## src/rtl/handshake_arbiter.sv

```systemverilog
// ---------------------------------------------------------------------------
// handshake_arbiter
//
// Clocked N-way arbiter for four-phase req/ack handshakes. Several client
// request channels share one upstream request channel. Each client keeps its
// request high until it sees its acknowledge. The arbiter then carries the
// full four-phase exchange through to the upstream side before it considers
// another client.
//
// Parameters:
//   N           number of client channels (2..32)
//   RR          1 = round-robin selection, 0 = fixed priority (lowest wins)
//   SYNC_STAGES synchroniser flops on req_in and ack_up (0..3, 0 = direct)
//   IDX_W       width of the grant index
//
// Ports:
//   clk        system clock
//   rst_n      asynchronous active-low reset, release synchronised inside
//   req_in     client requests, one bit per client
//   ack_out    client acknowledges, one-hot or zero
//   req_up     upstream request
//   ack_up     upstream acknowledge
//   gnt_valid  high while a client owns the upstream channel
//   gnt_idx    index of the owning client (holds last owner when idle)
// ---------------------------------------------------------------------------
module handshake_arbiter #(
  parameter int N           = 4,
  parameter int RR          = 1,
  parameter int SYNC_STAGES = 2,
  parameter int IDX_W       = $clog2(N)
) (
  input  logic             clk,
  input  logic             rst_n,
  input  logic [N-1:0]     req_in,
  output logic [N-1:0]     ack_out,
  output logic             req_up,
  input  logic             ack_up,
  output logic             gnt_valid,
  output logic [IDX_W-1:0] gnt_idx
);

  typedef enum logic [1:0] {IDLE, GRANT, HOLD, RELEASE} state_t;

  state_t           state, state_n;
  logic [1:0]       rst_sync;
  logic             rst_int_n;
  logic [N-1:0]     req_s;
  logic             ack_s;
  logic [IDX_W-1:0] ptr, ptr_n;
  logic [IDX_W-1:0] winner;
  logic [N-1:0]     ack_out_n;
  logic             req_up_n;
  logic             gnt_valid_n;
  logic [IDX_W-1:0] gnt_idx_n;

  // Reset synchroniser. Assertion reaches the whole design at once, so a
  // reset mid-transaction drops every output immediately. Release passes
  // through two flops, so no flop leaves reset close to a clock edge.
  always_ff @(posedge clk or negedge rst_n) begin
    if (!rst_n) begin
      rst_sync <= 2'b00;
    end else begin
      rst_sync <= {rst_sync[0], 1'b1};
    end
  end

  assign rst_int_n = rst_sync[1];

  // Input synchronisers. Clients and the upstream partner may be
  // asynchronous to clk. Every decision below uses only the synchronised
  // copies, so a metastable sample never reaches the state machine. With
  // zero stages the raw inputs feed the logic directly.
  generate
    if (SYNC_STAGES == 0) begin : g_nosync
      assign req_s = req_in;
      assign ack_s = ack_up;
    end else begin : g_sync
      logic [N-1:0] req_pipe [SYNC_STAGES];
      logic         ack_pipe [SYNC_STAGES];

      always_ff @(posedge clk or negedge rst_int_n) begin
        if (!rst_int_n) begin
          for (int i = 0; i < SYNC_STAGES; i++) begin
            req_pipe[i] <= '0;
            ack_pipe[i] <= 1'b0;
          end
        end else begin
          req_pipe[0] <= req_in;
          ack_pipe[0] <= ack_up;
          for (int i = 1; i < SYNC_STAGES; i++) begin
            req_pipe[i] <= req_pipe[i-1];
            ack_pipe[i] <= ack_pipe[i-1];
          end
        end
      end

      assign req_s = req_pipe[SYNC_STAGES-1];
      assign ack_s = ack_pipe[SYNC_STAGES-1];
    end
  endgenerate

  // Winner selection. Round-robin starts the cyclic search one past the
  // previous winner, so every waiting client is served within N grants.
  // Fixed priority always starts at index 0, so the lowest index wins.
  always_comb begin
    int               base;
    int               cand;
    logic [IDX_W-1:0] cand_idx;
    logic             found;
    winner   = '0;
    found    = 1'b0;
    cand     = 0;
    cand_idx = '0;
    base     = (RR != 0) ? int'(ptr) + 1 : 0;
    for (int k = 0; k < N; k++) begin
      cand     = (base + k) % N;
      cand_idx = IDX_W'(cand);
      if (!found && req_s[cand_idx]) begin
        found  = 1'b1;
        winner = cand_idx;
      end
    end
  end

  // Next-state and next-output logic. All outputs are computed here one
  // cycle ahead and then registered, so no output is driven through logic.
  // Requests from clients other than the owner are ignored until IDLE.
  // This is safe because clients hold their requests until acknowledged.
  // A client that drops its request before the upstream ack arrives never
  // sees an ack. The machine releases the upstream channel instead.
  always_comb begin
    state_n     = state;
    ptr_n       = ptr;
    ack_out_n   = ack_out;
    req_up_n    = req_up;
    gnt_valid_n = gnt_valid;
    gnt_idx_n   = gnt_idx;
    unique case (state)
      IDLE: begin
        if (|req_s) begin
          state_n     = GRANT;
          req_up_n    = 1'b1;
          gnt_valid_n = 1'b1;
          gnt_idx_n   = winner;
          if (RR != 0) begin
            ptr_n = winner;
          end
        end
      end
      GRANT: begin
        if (ack_s) begin
          if (req_s[gnt_idx]) begin
            ack_out_n          = '0;
            ack_out_n[gnt_idx] = 1'b1;
            state_n            = HOLD;
          end else begin
            req_up_n = 1'b0;
            state_n  = RELEASE;
          end
        end
      end
      HOLD: begin
        if (!req_s[gnt_idx]) begin
          ack_out_n = '0;
          req_up_n  = 1'b0;
          state_n   = RELEASE;
        end
      end
      RELEASE: begin
        if (!ack_s) begin
          gnt_valid_n = 1'b0;
          state_n     = IDLE;
        end
      end
      default: begin
        state_n = IDLE;
      end
    endcase
  end

  // State and output registers. The pointer resets to N-1, so the first
  // round-robin search after reset begins with client 0.
  always_ff @(posedge clk or negedge rst_int_n) begin
    if (!rst_int_n) begin
      state     <= IDLE;
      ptr       <= IDX_W'(N - 1);
      ack_out   <= '0;
      req_up    <= 1'b0;
      gnt_valid <= 1'b0;
      gnt_idx   <= '0;
    end else begin
      state     <= state_n;
      ptr       <= ptr_n;
      ack_out   <= ack_out_n;
      req_up    <= req_up_n;
      gnt_valid <= gnt_valid_n;
      gnt_idx   <= gnt_idx_n;
    end
  end

endmodule

```

## config.mk

```make
export PLATFORM = sky130hd
export DESIGN_NAME = handshake_arbiter
export DESIGN_NICKNAME = d
export VERILOG_FILES = /design/src/rtl/handshake_arbiter.sv
export SDC_FILE = /design/constraint.sdc
export NUM_CORES = 1
export LEC_CHECK = 0
export BUFFER_PORTS_ARGS = -buffer_cell sky130_fd_sc_hd__buf_2
export CAP_MARGIN = 20
export CORE_ASPECT_RATIO = 1.1
export CORE_MARGIN = 8
export CORE_UTILIZATION = 54
export DETAILED_ROUTE_END_ITERATION = 8
export PLACE_DENSITY = 0.76
export SLEW_MARGIN = 10
export SYNTH_ARGS = -nofsm -noshare
export SYNTH_HDL_FRONTEND = slang
export SYNTH_SLANG_ARGS = --single-unit
```

## constraint.sdc

```tcl
create_clock -name clk -period 0.84 [get_ports clk]
set_input_delay 0 -clock clk [delete_from_list [all_inputs] [get_ports clk]]
set_output_delay 0 -clock clk [all_outputs]
set_load 0.02 [all_outputs]
```

# == After elaboration in Yosys (flattened, before gate mapping) ==
# Cells that the tools add are included.
# word_totals
ff_bits,24
in_bits,7
output_inout_bits,8
word_cells,81
# op_classes
n_addsub,4
magnitude_cmp,6
eq_ne,8
n_mux,35
n_reduce_logical,17
# ops
op,count
$mux W2,8
$lt A2 B3 Y1 const B,5
$mux W1,14
$mux W4,3
$bmux W1 S2,5
$ne A2 B2 Y1 const B,5
$pmux W2 S4,1
$pmux W4 S2,1
$reduce_and A4 Y1,2
$reduce_and A3 Y1,2
$add A2 B1 Y2 const B,2
$add A2 B2 Y2 const B,2
$eq A2 B2 Y1 const B,2
$logic_and A1 B1 Y1,4
$reduce_bool A2 Y1,2
$reduce_or A4 Y1,1
$logic_not A1 Y1,3
$pmux W1 S3,1
$reduce_bool A3 Y1,1
$demux W1 S2,1
$eq A2 B1 Y1 const B,1
$ge A2 B1 Y1 const B,1
$logic_not A2 Y1,1
$pmux W1 S2,1
$reduce_and A2 Y1,1

# == Longest topological paths before layout ==
# Gate-level depths: netlist of run 1.
# logic_depth
ltp_word,13
ltp_mapped,6
mapped_depth_nobuf,6

# == Worst setup path before layout of run 1 ==
# No wires, ideal clock.
# synth_path
path_kind,flip-flop to flip-flop
start,register gnt_idx[0]
end,register ack_out[0]
setup_ns,0.125
arrival_ns,1.770
t_required_ns,0.715
setup_slack_ns,-1.055
path_stages_with_launch,5
n_path_buf,0
synth_period_minus_slack_ns,1.895
cell_sequence,dfrtp_1 -> mux4_2 -> nand2_1 -> and3b_4 -> mux2_4
# synth_via
elab_chain_len,7
elab_cells_between_ends,13
cone_classes,order compare: 2; eq/ne: 2; mux: 7; reduce/logical: 2
# synth_rtl
element,line,text
from (decl),39,output logic [IDX_W-1:0] gnt_idx
from (signal assigned),197,gnt_idx <= gnt_idx_n;
$lt A2 B3 Y1 (implied by the code) or $ge A2 B1 Y1 (tied branches),154,ack_out_n[gnt_idx] = 1'b1;
$logic_and A1 B1 Y1 (implied by the code),154,
$mux W1 (implied by the code),154,
$demux W1 S2,154,
$mux W4,152,if (req_s[gnt_idx]) begin
$mux W4,151,if (ack_s) begin
$pmux W4 S2,138,unique case (state)
to (signal assigned),194,ack_out <= ack_out_n;
to (decl),35,"output logic [N-1:0] ack_out,"
# Parallel ways exist; a longest one is shown, timed or not. The select of a mux whose other input is x is not followed.
# A chain may end at the register's enable or synchronous reset.

# == Worst setup path in the final report of run 1 ==
# layout_path
start,register gnt_idx[0]
end,register ack_out[1]
# The elaborated chain is that of the path after synthesis.

==> impl_results.md, run 1 <==
- Status: finished, violations left
- Failing checks: negative setup slack
- ANT nets after route: 0
- Clock latency at the later pin of the worst-skew pair: 0.31 ns
- Maximum clock frequency: 563 MHz
- Share of power burned in the clock network: 13.6%
- Nets@finish: 149
- Core Area: 1800 µm²
- Avg Cell Area, Syn: 12.5 µm²
- Syn nets: 96
- DRT Pass-1 Iters: 4
- Post-place setup slack: -0.907 ns
- Main area contributors after synthesis: dfrtp_1 52%, ha_1 5.9%, mux2_4 5.7%, dfstp_2 5.0%, a21oi_1 2.4%
- Final RePlAce weighted congestion: 0.765
- Die Height: 62.3 µm
- Maximum vdd drop: 2.90 mV
- Floorplan row count: 16
- Crit Path Category: reg -> reg
- Crit-path max FO: 4
- Clk sinks: 24
- P_sw: 2.24 mW
- Post-detailed-route wirelength per cell: 19.0 µm
- CTS tree: yes
- Post-route total power: 6.22 mW
- Most frequent cells in the layout: 22 x buf_4, 21 x dfrtp_1, 14 x buf_6
- Post-synth cell types: 32
- RSZ-0062 raised after global routing: true
- PnR worst setup slack: -0.937 ns
- Clock Root Buffer: clkbuf_4
- Vias: 885
- Num CTS Buffers: 3
- Post-Synthesis Cells: 84
- Die Width: 58.1 µm
- Largest net degree at the start of global routing: 15
- Sw Ratio: 35.9%
- Worst R2R End: ack_out[1]$_DFFE_PN0P_
- Drt drc: 0
- Reg2Reg Depth: 4
- Hold Crit Class: reg -> async
- Share of power burned in registers: 28.9%
- CP arrival: 1.99 ns
- Port bufs: 14
- Final worst-path cycle share: 211%
- Crit path capture type: flip-flop
- Die ar.: 3620 µm²
- Drt total wl: 2930 µm
- Synth warn: 0
- Area growth syn-to-layout: 52.5%
- Slew Limit Fails: 0
- Clock Skew: 0.00401 ns
- Yosys reg bits: 24
- Grt total ovfl: 0
- First-pass GRT wire length: 4460 µm
- EDFF count, synth: 0
- FFs w/ async S/R, synth: 100%
- Boundary Pins: 15
- Vias per cell: 5.75
- Layout cell share with drive strength beyond 1: 51.5%
- Worst R2R Start: gnt_idx[0]$_DFFE_PN0P_
- Max cap viols: 0
- Final Hold Viols: 0
- Initial core utilization: 58.5%
- CP Data Required Time: 1.05 ns
- Hpwl dp: 1760 µm
- DRT iter0 DRCs: 31
- GRT Overall Usage: 16.1%
- Min Tclk post-route: 1.78 ns
- Min Hold Slack: 0.192 ns
- Largest area contributor in the netlist: dfrtp_1
- Gate power share: 57.5%
- Internal power: 3.98 mW
- R2R setup slack: -0.94 ns
- H-tree lvl count: 1
- Worst setup SP type: flip-flop
- Setup violators final: 20
- Main synth FF type: dfrtp_1
- Top-area cell type share of the netlist area: 52.3%
- Leak: 0.772 nW
- Commonest non-fill, non-tap cell in the layout: buf_4
- Clk buf depth: 2
- Initial antenna violation count: 0
- Synth Cell Area: 1050 µm²
- Vias in the first global route: 925
- Clock transition at path regs: 0.14 ns
- Post-synthesis sequential area ratio: 57.2%
- Ant diodes: 0
- Pwr Density: 3870 nW/µm²
-- layer usage --
layer	vias to the layer above	routed length (µm)	track usage, %
li1	405	-	-
met1	442	1170	18.2
met2	32	1560	27.7
met3	6	147	3.91
met4	0	50	6.44
met5	-	0	0
-- area by class of cell --
type	count	area, µm²
clock buffers	3	22.5
flip-flops and latches	24	604
multi-input cells	54	485
fillers	63	195
inverters	5	18.8
well taps	18	22.5
clock inverters	1	30.0
repair buffers	49	423
-- cells in the mapped netlist (2+ instances only) --
| cell type | number |
|---|---|
| mux2_4 | 4 |
| nor2_1 | 4 |
| nand2_1 | 3 |
| a21oi_1 | 5 |
| nor3b_1 | 2 |
| nand2b_1 | 3 |
| nor3_1 | 2 |
| dfrtp_1 | 22 |
| a221oi_1 | 2 |
| a31oi_1 | 3 |
| o21ai_0 | 2 |
| dfstp_2 | 2 |
| ha_1 | 5 |
| inv_1 | 5 |
| nor2b_1 | 2 |
| a21o_1 | 2 |
-- kinds of logic (layout without fill, tap and decap cells) --
group           Yosys count  after routing  synth area share, %
mux                       5              5                 7.84
flops                    24             24                 57.2
simple gates             22             22                 12.4
xor+xnor                  1              1                0.832
other cells               1              1                0.356
buf+inv                   6             58                 2.14
compound gates           20             20                 13.3
fa+ha+maj                 5              5                 5.94
-- power by group through the flow --
stage	registers, mW	logic, mW	clock network [mW]
after floorplan	1.96	1.57	0
final	1.80	3.58	0.845
after CTS	1.77	3.36	0.842
after global placement	1.73	2.78	0
after global routing	1.83	3.81	0.907
after detailed placement	1.75	2.89	0
-- worst max-delay path by stage --
stage / endpoint / startpoint / slack (ns) / depth (start not counted)
5_1_grt: ack_out[1]$_DFFE_PN0P_ / gnt_idx[0]$_DFFE_PN0P_ / -0.99 / 4
3_3_place_gp: ack_out[3]$_DFFE_PN0P_ / gnt_idx[0]$_DFFE_PN0P_ / -0.84 / 4
4_1_cts: ack_out[0]$_DFFE_PN0P_ / gnt_idx[0]$_DFFE_PN0P_ / -0.94 / 4
2_1_floorplan: ack_out[0]$_DFFE_PN0P_ / gnt_idx[0]$_DFFE_PN0P_ / -0.93 / 4
3_5_place_dp: ack_out[0]$_DFFE_PN0P_ / gnt_idx[0]$_DFFE_PN0P_ / -0.91 / 4
6_report: ack_out[1]$_DFFE_PN0P_ / gnt_idx[0]$_DFFE_PN0P_ / -0.94 / 4
-- critical path: stages, from the launching register on --
cell and delay, ns:
dfrtp_2 0.40, mux4_2 0.56, a21oi_2 0.16, and3b_4 0.25, mux2_4 0.30
-- flip-flops by register name (all words and copies together), names as in the netlist, 2 cells and up --
register	count
state	2
req_s	4
rst_sync	2
gnt_idx	2
ack_out	4
ptr	2
g_sync.req_pipe	4
-- timing repair --
action                                 4_1_cts  5_1_grt
hold buffers                                 7        0
pin swaps                                    0        4
endpoints found under the hold margin        7        0
gates resized for setup                     24        9
setup endpoints to repair                   20       20
buffers inserted                             3        2
-- metrics by stage --
stage | instances | setup TNS, ns | util (%) | instance area, µm²
after CTS | 154 | -9.24 | 87.5 | 1580
final | 154 | -9.40 | 89.2 | 1610
after global placement | 140 | -7.98 | 75.2 | 1360
after detailed placement | 140 | -8.44 | 75.2 | 1360
after floorplan | 84 | -7.39 | - | 1090
after global routing | 154 | -10.51 | 89.2 | 1610
(Power assumes the default switching activity.)
==> run 2: changes to the inputs <==
--- a/config.mk
+++ b/config.mk
@@ -11,7 +11,7 @@
 export CORE_MARGIN = 8
 export CORE_UTILIZATION = 54
 export DETAILED_ROUTE_END_ITERATION = 8
-export PLACE_DENSITY = 0.76
+export PLACE_DENSITY = 0.84
 export SLEW_MARGIN = 10
 export SYNTH_ARGS = -nofsm -noshare
 export SYNTH_HDL_FRONTEND = slang
==> run 2 against run 1 <==
First-iteration DRC count shrank 19%. Clock-buffer cell count grew 1. The run still ends with negative setup slack left. Flip-flop and latch count is the same. Largest cell class unchanged.
==> impl_results.md, run 2 (synthesis results as in run 1) <==
- Die ar.: 3620 µm²
- Layout cell share with drive strength beyond 1: 54.7%
- Final Hold Viols: 0
- DRT Pass-1 Iters: 4
- First-pass GRT wire length: 4400 µm
- Grt total ovfl: 0
- Clock transition at path regs: 0.13 ns
- Bufs and invs on worst path: 0
- Max cap viols: 0
- CP Data Required Time: 1.04 ns
- CP arrival: 1.95 ns
- Maximum clock frequency: 574 MHz
- Post-route total power: 5.89 mW
- Most frequent cells in the layout: 25 x buf_4, 20 x dfrtp_1, 12 x buf_6
- Crit-path max FO: 4
- Crit Path Category: reg -> reg
- Boundary Pins: 15
- Clk sinks: 24
- Status: finished, violations left
- Hpwl dp: 1800 µm
- Register area: 606 µm²
- Vias in the first global route: 978
- Final worst-path cycle share: 207%
- Post-detailed-route wirelength per cell: 16.7 µm
- Initial antenna violation count: 0
- Hold Crit Class: reg -> async
- Area taken by multi-input logic gates: 493 µm²
- ANT nets after route: 0
- Critical path's slowest cell: mux4_2
- Drt total wl: 2600 µm
- RSZ-0062 raised after global routing: true
- Crit path capture type: flip-flop
- Failing checks: negative setup slack
- Setup violators final: 20
- Nets@finish: 150
- Maximum vdd drop: 2.45 mV
- Fillcell total: 82
- Delay of the slowest cell on the worst path: 0.56 ns
- H-tree lvl count: 1
- Clock latency at the later pin of the worst-skew pair: 0.30 ns
- Clock Skew: 0.00602 ns
- Final RePlAce weighted congestion: 0.792
- Cells along the critical path: mux4_2, a21oi_2, and3b_4, mux2_4
- Initial core utilization: 58.5%
- Min Tclk post-route: 1.74 ns
- Vias: 860
- DRT iter0 DRCs: 25
- Die Height: 62.3 µm
- Largest net degree at the start of global routing: 17
- Commonest non-fill, non-tap cell in the layout: buf_4
- Die Width: 58.1 µm
- Leak: 0.759 nW
- PnR worst setup slack: -0.902 ns
- Ant diodes: 0
- Final cell count without fillers: 155
- Floorplan row count: 16
- Placed Cells incl. Taps: 140
- Worst setup SP type: flip-flop
- Port bufs: 14
- Vias per cell: 5.55
- Slew Limit Fails: 0
- Clock Root Buffer: clkbuf_4
- Num CTS Buffers: 3
- Cell family with most CP delay: multiplexers
- GRT Overall Usage: 15.3%
- Drt drc: 0
- Core Area: 1800 µm²
- Pwr Density: 3680 nW/µm²
- Clk buf depth: 2
- CTS tree: yes
- Area growth syn-to-layout: 51.8%
==> run 2: cell count changes in the layout (fill, tap and decap cells not counted), moves of 2 or more <==
cell / delta
buf_4: +3
ha_1: -2
ha_2: +2
buf_6: -2
==> run 2: through the flow <==
step	cell area [µm²]	utilization [%]	hold WS, ns	setup WS, ns	TNS (ns)
2_1_floorplan	1090	-	-0.296	-0.933	-7.39
3_3_place_gp	1360	75.2	-0.215	-0.830	-8.04
3_5_place_dp	1360	75.2	-0.213	-0.880	-8.64
4_1_cts	1580	87.8	0.171	-0.883	-8.96
5_1_grt	1600	88.8	0.182	-0.957	-10.35
6_report	1600	88.8	0.168	-0.902	-9.09
==> run 2: worst paths after layout <==
check,cells past startpoint,slack [ns],to,from
worst min register to register,1,0.17,ack_out[1]$_DFFE_PN0P_,rst_sync[1]$_DFF_PN0_
min in group clk,2,0.32,g_sync.req_pipe[7]$_DFF_PN0_,req_in[3]
worst max register to register,4,-0.90,ack_out[3]$_DFFE_PN0P_,gnt_idx[0]$_DFFE_PN0P_
worst max-delay path,4,-0.90,ack_out[3]$_DFFE_PN0P_,gnt_idx[0]$_DFFE_PN0P_
max in group asynchronous,3,0.19,rst_sync[1]$_DFF_PN0_,rst_n
worst min-delay path,1,0.17,ack_out[1]$_DFFE_PN0P_,rst_sync[1]$_DFF_PN0_
==> run 2: where the power goes <==
| group | internal, mW | switching [mW] | total (mW) |
|---|---|---|---|
| sequential | 1.51 | 0.284 | 1.80 |
| clock | 0.264 | 0.321 | 0.585 |
| combinational | 1.98 | 1.53 | 3.51 |
==> run 2: cell type report <==
| cell class | instances | area share (%) |
|---|---|---|
| Multi-Input combinational cell | 54 | 30.8 |
| Sequential cell | 24 | 37.9 |
| Tap cell | 18 | 1.41 |
| Timing Repair Buffer | 50 | 26.4 |
| Clock buffer | 4 | 2.27 |
| Inverter | 5 | 1.17 |
==> run 2: routing by layer <==
layer	GRT usage, %	up-vias	part of all wire [%]
met5	0	-	0
li1	-	403	-
met4	5.52	0	1.8
met1	17.1	424	40
met3	3.29	6	3.6
met2	27.2	27	55
==> run 2: repair_timing <==
action | in CTS | in global routing
endpoints found under the setup margin | 20 | 20
gates resized for setup | 30 | 4
pin swaps | 2 | 2
buffers inserted | 3 | 2
hold endpoints to repair | 7 | 0
hold buffers | 7 | 0
==> run 2: worst reg2reg max path: cells and delay by family, from the launching register on <==
kind               cells  cell delay (ns)
AOI/OAI and AO/OA      1             0.15
DFF                    1             0.39
muxes                  2             0.86
and+or+nand+nor        1             0.24
